[config.mk]
export PLATFORM = sky130hd
export DESIGN_NAME = mixer_sequencer
export DESIGN_NICKNAME = d
export VERILOG_FILES = /design/src/rtl/mixer_sequencer.sv
export SDC_FILE = /design/constraint.sdc
export NUM_CORES = 1
export LEC_CHECK = 0
export CORE_MARGIN = 2
export CORE_UTILIZATION = 54
export DETAILED_ROUTE_END_ITERATION = 10
export PLACE_DENSITY = 0.79
export SYNTH_ARGS = -nofsm -noshare
export SYNTH_HDL_FRONTEND = slang
export SYNTH_SLANG_ARGS = --single-unit
[constraint.sdc]
create_clock -name clk -period 2 [get_ports clk]
set_input_delay 0.4 -clock clk [delete_from_list [all_inputs] [get_ports clk]]
set_output_delay 0.4 -clock clk [all_outputs]
set_load 0.01 [all_outputs]
[src/rtl/mixer_sequencer.sv]
// Per-sample scheduler for signal_mixer: snapshots active voices on each tick, fetches one
// sample per voice over req/ack, then commits all samples plus mask at once. Optional macro: MIXER_SEQ_TIMEOUT_EN.
module mixer_sequencer #(
   parameter int NUM_CH   = 12,
   parameter int TICK_DIV = 1000,
   parameter int TIMEOUT  = 15
) (
   input  logic                clk,
   input  logic                nrst,
   input  logic                en,
   input  logic [NUM_CH-1:0]   ch_active,
   output logic                fetch_req,
   output logic [3:0]          fetch_ch,
   input  logic                fetch_ack,
   input  logic [7:0]          fetch_data,
   output logic [8*NUM_CH-1:0] samples_flat,
   output logic [NUM_CH-1:0]   sample_enable,
   output logic                mix_valid,
   output logic                busy,
   output logic                overrun
);

   localparam int CW = $clog2(TICK_DIV);

   if (NUM_CH > 16 || TICK_DIV < 32 || TIMEOUT < 1) begin : g_param_check
      $error("mixer_sequencer: unsupported parameter set");
   end

   typedef enum logic [1:0] {IDLE, FETCH, WAIT, COMMIT} state_t;

   state_t                       state_q, state_d;
   logic [CW-1:0]                cnt_q, cnt_d;
   logic [NUM_CH-1:0]            pend_q, pend_d;
   logic [NUM_CH-1:0]            mask_q, mask_d;
   logic [NUM_CH-1:0][7:0]       shadow_q, shadow_d;
   logic [NUM_CH-1:0][7:0]       samples_q, samples_d;
   logic [NUM_CH-1:0]            enable_q, enable_d;
   logic                         req_q, req_d;
   logic [3:0]                   ch_q, ch_d;
   logic                         mix_valid_q, mix_valid_d;
   logic                         overrun_q, overrun_d;
   logic                         tick;
   logic [3:0]                   low_idx;
   logic [NUM_CH-1:0]            ch_bit;
   logic [NUM_CH-1:0]            pend_left;
`ifdef MIXER_SEQ_TIMEOUT_EN
   localparam int TW = $clog2(TIMEOUT + 1);
   logic [TW-1:0]                wcnt_q, wcnt_d;
`endif

   assign tick = en && (cnt_q == CW'(TICK_DIV - 1));

   always_comb begin
      state_d     = state_q;
      cnt_d       = cnt_q;
      pend_d      = pend_q;
      mask_d      = mask_q;
      shadow_d    = shadow_q;
      samples_d   = samples_q;
      enable_d    = enable_q;
      req_d       = req_q;
      ch_d        = ch_q;
      mix_valid_d = 1'b0;
      overrun_d   = overrun_q;
`ifdef MIXER_SEQ_TIMEOUT_EN
      wcnt_d      = '0;
`endif
      // descending scan leaves the lowest pending index
      low_idx = '0;
      for (int i = NUM_CH - 1; i >= 0; i--) begin
         if (pend_q[i]) low_idx = 4'(i);
      end
      ch_bit    = NUM_CH'(1) << ch_q;
      pend_left = pend_q & ~ch_bit;

      if (!en || tick) cnt_d = '0;
      else             cnt_d = cnt_q + CW'(1);

      if (!en)                            overrun_d = 1'b0;
      else if (tick && state_q != IDLE)   overrun_d = 1'b1;

      case (state_q)
         IDLE: begin
            if (tick) begin
               pend_d  = ch_active;
               mask_d  = ch_active;
               state_d = (ch_active == '0) ? COMMIT : FETCH;
            end
         end
         FETCH: begin
            ch_d    = low_idx;
            req_d   = 1'b1;
            state_d = WAIT;
         end
         WAIT: begin
            if (fetch_ack && req_q) begin
               for (int i = 0; i < NUM_CH; i++) begin
                  if (ch_q == 4'(i)) shadow_d[i] = fetch_data;
               end
               pend_d  = pend_left;
               req_d   = 1'b0;
               state_d = (pend_left != '0) ? FETCH : COMMIT;
            end
`ifdef MIXER_SEQ_TIMEOUT_EN
            else if (wcnt_q == TW'(TIMEOUT - 1)) begin
               // silent voice: drop it from this sample entirely
               for (int i = 0; i < NUM_CH; i++) begin
                  if (ch_q == 4'(i)) shadow_d[i] = '0;
               end
               pend_d  = pend_left;
               mask_d  = mask_q & ~ch_bit;
               req_d   = 1'b0;
               state_d = (pend_left != '0) ? FETCH : COMMIT;
            end
            else begin
               wcnt_d = wcnt_q + TW'(1);
            end
`endif
         end
         COMMIT: begin
            for (int i = 0; i < NUM_CH; i++) begin
               samples_d[i] = mask_q[i] ? shadow_q[i] : 8'h00;
               shadow_d[i]  = mask_q[i] ? shadow_q[i] : 8'h00;
            end
            enable_d    = mask_q;
            mix_valid_d = 1'b1;
            state_d     = IDLE;
         end
         default: state_d = IDLE;
      endcase
   end

   always_ff @(posedge clk or negedge nrst) begin
      if (!nrst) begin
         state_q     <= IDLE;
         cnt_q       <= '0;
         pend_q      <= '0;
         mask_q      <= '0;
         shadow_q    <= '0;
         samples_q   <= '0;
         enable_q    <= '0;
         req_q       <= 1'b0;
         ch_q        <= '0;
         mix_valid_q <= 1'b0;
         overrun_q   <= 1'b0;
`ifdef MIXER_SEQ_TIMEOUT_EN
         wcnt_q      <= '0;
`endif
      end else begin
         state_q     <= state_d;
         cnt_q       <= cnt_d;
         pend_q      <= pend_d;
         mask_q      <= mask_d;
         shadow_q    <= shadow_d;
         samples_q   <= samples_d;
         enable_q    <= enable_d;
         req_q       <= req_d;
         ch_q        <= ch_d;
         mix_valid_q <= mix_valid_d;
         overrun_q   <= overrun_d;
`ifdef MIXER_SEQ_TIMEOUT_EN
         wcnt_q      <= wcnt_d;
`endif
      end
   end

   assign fetch_req     = req_q;
   assign fetch_ch      = ch_q;
   assign samples_flat  = samples_q;
   assign sample_enable = enable_q;
   assign mix_valid     = mix_valid_q;
   assign busy          = (state_q != IDLE);
   assign overrun       = overrun_q;

endmodule

# After elaboration in Yosys (flattened, before gate mapping)
# Index checks and enable logic that the tools add are counted.
[op_classes]
reduce_logical = 29
mux = 52
eq_ne = 30
add_sub_neg = 1
shifts = 1
bitwise = 2
[op_table]
columns = ["op", "count"]
rows = [
  ["$mux 8", 24],
  ["$pmux 96 s2", 1],
  ["$mux 96", 1],
  ["$mux 4", 12],
  ["$reduce_and 3->1", 13],
  ["$ne 2x2->1 const B", 14],
  ["$mux 12", 2],
  ["$pmux 12 s2", 1],
  ["$eq 4x3->1 const B", 4],
  ["$eq 4x4->1 const B", 4],
  ["$and 12x12->12", 1],
  ["$logic_not 12->1", 1],
  ["$not 12->12", 1],
  ["$reduce_bool 12->1", 1],
  ["$shl 1x4->12 const A", 1],
  ["$add 10x1->10 const B", 1],
  ["$eq 10x10->1 const B", 1],
  ["$mux 10", 1],
  ["$eq 4x2->1 const B", 2],
  ["$mux 2", 4],
  ["$pmux 2 s4", 1],
  ["$reduce_bool 2->1", 4],
  ["$reduce_and 2->1", 3],
  ["$eq 2x2->1 const B", 2],
  ["other kinds (10)", 15],
]
[totals]
output_inout_bits = 116
elab_cells = 148
register_bits = 247
input_bits = 24

# Logic depth before layout (Yosys ltp)
[logic_depth]
word_depth = 12
mapped_depth = 7
ltp_nobuf = 6

# Worst setup path before layout
# OpenSTA, ideal clock, no wires.
[synth_timing]
path_kind = "register to register"
from = "register ch_q[1], in the netlist fetch_ch[1]"
to = "register state_q[1]"
setup_ps = 80
t_arrival_ps = 1611
synth_period_minus_slack_ps = 1691
path_stages_with_launch = 7
t_required_ps = 1920
slack_ps = 309
cell_sequence = "dfrtp_1 -> buf_6 -> or4b_4 -> a221oi_2 -> o211a_1 -> a41oi_2 -> o22ai_2"
[synth_between]
elab_chain_cells = 7
[synth_lines]
columns = ["item", "line_no", "rtl"]
rows = [
  ["start: declaration", "39", "logic [3:0] ch_q, ch_d;"],
  ["start signal: assignment", "158", "ch_q <= ch_d;"],
  ["$shl 1x4->12", "73", "ch_bit = NUM_CH'(1) << ch_q;"],
  ["$not 12->12", "74", "pend_left = pend_q & ~ch_bit;"],
  ["$and 12x12->12", "74", ""],
  ["$reduce_bool 12->1", "102", "state_d = (pend_left != '0) ? FETCH : COMMIT;"],
  ["$mux 2", "102", ""],
  ["$mux 2", "96", "if (fetch_ack && req_q) begin"],
  ["$pmux 2 s4", "82", "case (state_q)"],
  ["end signal: assignment", "150", "state_q <= state_d;"],
  ["end: declaration", "31", "state_t state_q, state_d;"],
]
# No other way between the ends. The select of a mux whose other input is x is not followed.
# A chain may end at the register's enable or synchronous reset.

# Worst setup path in the final report
[layout_timing]
from = "register ch_q[3], in the netlist fetch_ch[3]"
to = "register shadow_q[53] (netlist name)"
[layout_between]
elab_chain_cells = 3
[layout_lines]
columns = ["item", "line_no", "rtl"]
rows = [
  ["$eq 4x3->1", "98", "if (ch_q == 4'(i)) shadow_d[i] = fetch_data;"],
  ["$ne 2x2->1 (no line)", "-", ""],
  ["$reduce_and 3->1 (no line)", "-", ""],
  ["end signal: assignment", "154", "shadow_q <= shadow_d;"],
  ["end: declaration", "35", "logic [NUM_CH-1:0][7:0] shadow_q, shadow_d;"],
]
# No other way between the ends.

==> results.cfg <==
[synthesis]
netlist_area_sq_um = 9920
synth_cell_types = 53
yosys.area.top_type_share_pct = 62.3
yosys.area_share.simple_pct = 20.5
syn_area_per_cell_sq_um = 10.5
ys.flop_type = dfrtp_1
synth_fa_ha_area_share_pct = 0.126
synth-edff-count = 0
synth.area.mux_share_pct = 0.618
synth_top_family_by_area = simple AND/OR/NAND/NOR gates
synthXorXnorAreaFrac_pct = 0.707
syn_nets = 972
synthTopCellsByArea = dfrtp_1, nand2_1, a22o_1
yosys_warnings = 0
synth.largest_area_cell = dfrtp_1
async_flop_share_pct = 100
synth_compound_area_share_pct = 12.7
seq_area_frac_synth_pct = 62.3
yosys_register_bits = 247
syn_inst = 947

[drt]
dr_total_vias = 7945
wl_per_cell_um = 18.6
drc_errors = 0
ant_nets = 0
wirelength_um = 25300
routed_via_density = 5.84
drt_iter0_drc = 818
first_pass_iters = 5

[clock_tree]
clockRootBuffer = clkbuf_16
numCtsBuffers = 25
clockBufferDepth = 3
clock_latency_ps = 510
clock_sinks = 247
htree_levels = 1
clk_pin_slew_ps = 60
cts_tree = done

[place]
io_buffers = 139
post-dp-hpwl_um = 17100
place_worst_setup_slack_ps = -140
place.gp.congestion = 0.928
placedCellCount = 1310

[timing]
worst_slack_ps = 42.6
relSlewSlack_pct = 61.8
fin_crit_ps = 1960
setup_viol = 0
fin_tns_setup_ps = 0
rsz0062_at_grt = true
maxSlewViolCount = 0
skew_ps = 25.5
fmax_mhz = 511
post-route-period-util_pct = 97.9
hold_violations = 0
worst_pin_slew_ps = 571

[power_and_ir_drop]
p_leak_nw = 6.37
total_power_mw = 11.2
power.density_nw_per_um2 = 875
peakVddDrop_mv = 0.860

[outcome]
status = completed

[die]
die_y_um = 140
core_region_area_sq_um = 18000
die_w_um = 140
start_util_pct = 55.2
io_pins = 140
core.rowCount = 49
die_area_sq_um = 19500

[cells_and_area]
drive_gt1_share_pct = 11.6
final_cell_mix = nand2_1, dfrtp_1, clkdlybuf4s50_1, nand3_1, a22o_1
finalNonFillerCells = 1361
area_growth_pct = 28.8
n_antenna_cell = 0
fin_util_pct = 71.1
final_common_cell = nand2_1
fin_nets = 1139

[global_route]
antenna_found_initial = 0
grt_pass1_wl_um = 41800
grt_pass1_vias = 7819
grt_max_degree = 109
track_usage_pct = 26.5
overflow = 0

[setup_path]
crit_path_start_kind = register
worstPathMaxFanout = 8
rrSetupSlack_ps = 40
path_class = register to register
endpoint_kind = register
cp.arrival_ps = 2360
required_ps = 2400

[run]
cap_violations = 0

[min_path]
holdCritPathClass = input pin to asynchronous set/reset pin
[report_power, final]
part	switching [mW]	internal [mW]	total, mW
clock	1.90	2.82	4.72
combinational	0.383	0.469	0.852
sequential	0.248	5.36	5.61
total	2.53	8.65	11.2
[state kept, by name, indices dropped and copies added, names as in the netlist]
| signal | cells |
|---|---|
| shadow_q | 96 |
| mask_q | 12 |
| fetch_ch | 4 |
| cnt_q | 10 |
| state_q | 2 |
| sample_enable | 12 |
| fetch_req | 1 |
| samples_flat | 96 |
| overrun | 1 |
| mix_valid | 1 |
| pend_q | 12 |
[final cells by class]
cell class                 count  area [sq um]
clock inverter                10           113
multi-input combinational    631          3460
timing repair buffer         200          1950
fill                        1285          5200
clock buffer                  35           733
sequential                   247          6190
tap                          229           287
inverter                       9          33.8
[through the flow]
| step | hold slack (ps) | area (sq um) |
|---|---|---|
| 2_1_floorplan | 104 | 9920 |
| 5_1_grt | 472 | 12800 |
| 3_5_place_dp | 392 | 11800 |
| 6_report | 435 | 12800 |
| 3_3_place_gp | 388 | 11800 |
| 4_1_cts | 444 | 12700 |
[timing repair]
item	CTS	global route
setup buffers	4	1
setup endpoints to repair	21	53
hold buffers	1	0
resized for setup	7	7
cloned	0	0
pin swaps	0	1
endpoints found under the hold margin	55	0
[cell usage after synthesis, types with 6 or more instances]
cell,count
nand2_1,273
dfrtp_1,247
nand3_1,106
a22o_1,97
clkbuf_1,36
nor2_1,29
a21oi_1,20
buf_2,20
o21ai_0,14
a31oi_1,9
inv_1,8
nand3b_1,6
nor2b_1,6
nor3_1,6
[worst max-delay path, stage by stage, from the launching register on]
cell     delay, ps
dfrtp_2        400
buf_4          170
o31ai_1        500
buf_4          210
nand3_1        250
a22o_1         320
[kinds of logic after synthesis]
logic type	after synthesis
adders and majority gates	1
AOI/OAI and AO/OA	160
buffers and inverters	69
muxes	6
and+or+nand+nor	456
xor gates and xnor gates	8
DFF	247
[worst paths after layout]
| path | startpoint | to | cells after the start |
|---|---|---|---|
| setup / recovery | fetch_ch[3] | shadow_q[53] | 5 |
| hold / removal | nrst | samples_flat[59] | 2 |
| setup reg to reg | fetch_ch[3] | shadow_q[53] | 5 |
| hold reg to reg | samples_flat[25] | samples_flat[25] | 2 |
| max in group asynchronous | nrst | fetch_ch[1] | 3 |
| min in group clk | samples_flat[25] | samples_flat[25] | 2 |
[layer usage]
| metal | up-vias | global-route usage, % | share of wire (%) |
|---|---|---|---|
| met5 | - | 0 | 0 |
| met4 | 0 | 6.06 | 1.8 |
| met3 | 39 | 3.58 | 7.4 |
| met2 | 346 | 41.3 | 47 |
| met1 | 3935 | 40.3 | 44 |
| li1 | 3625 | - | - |
(Power assumes the default switching activity.)
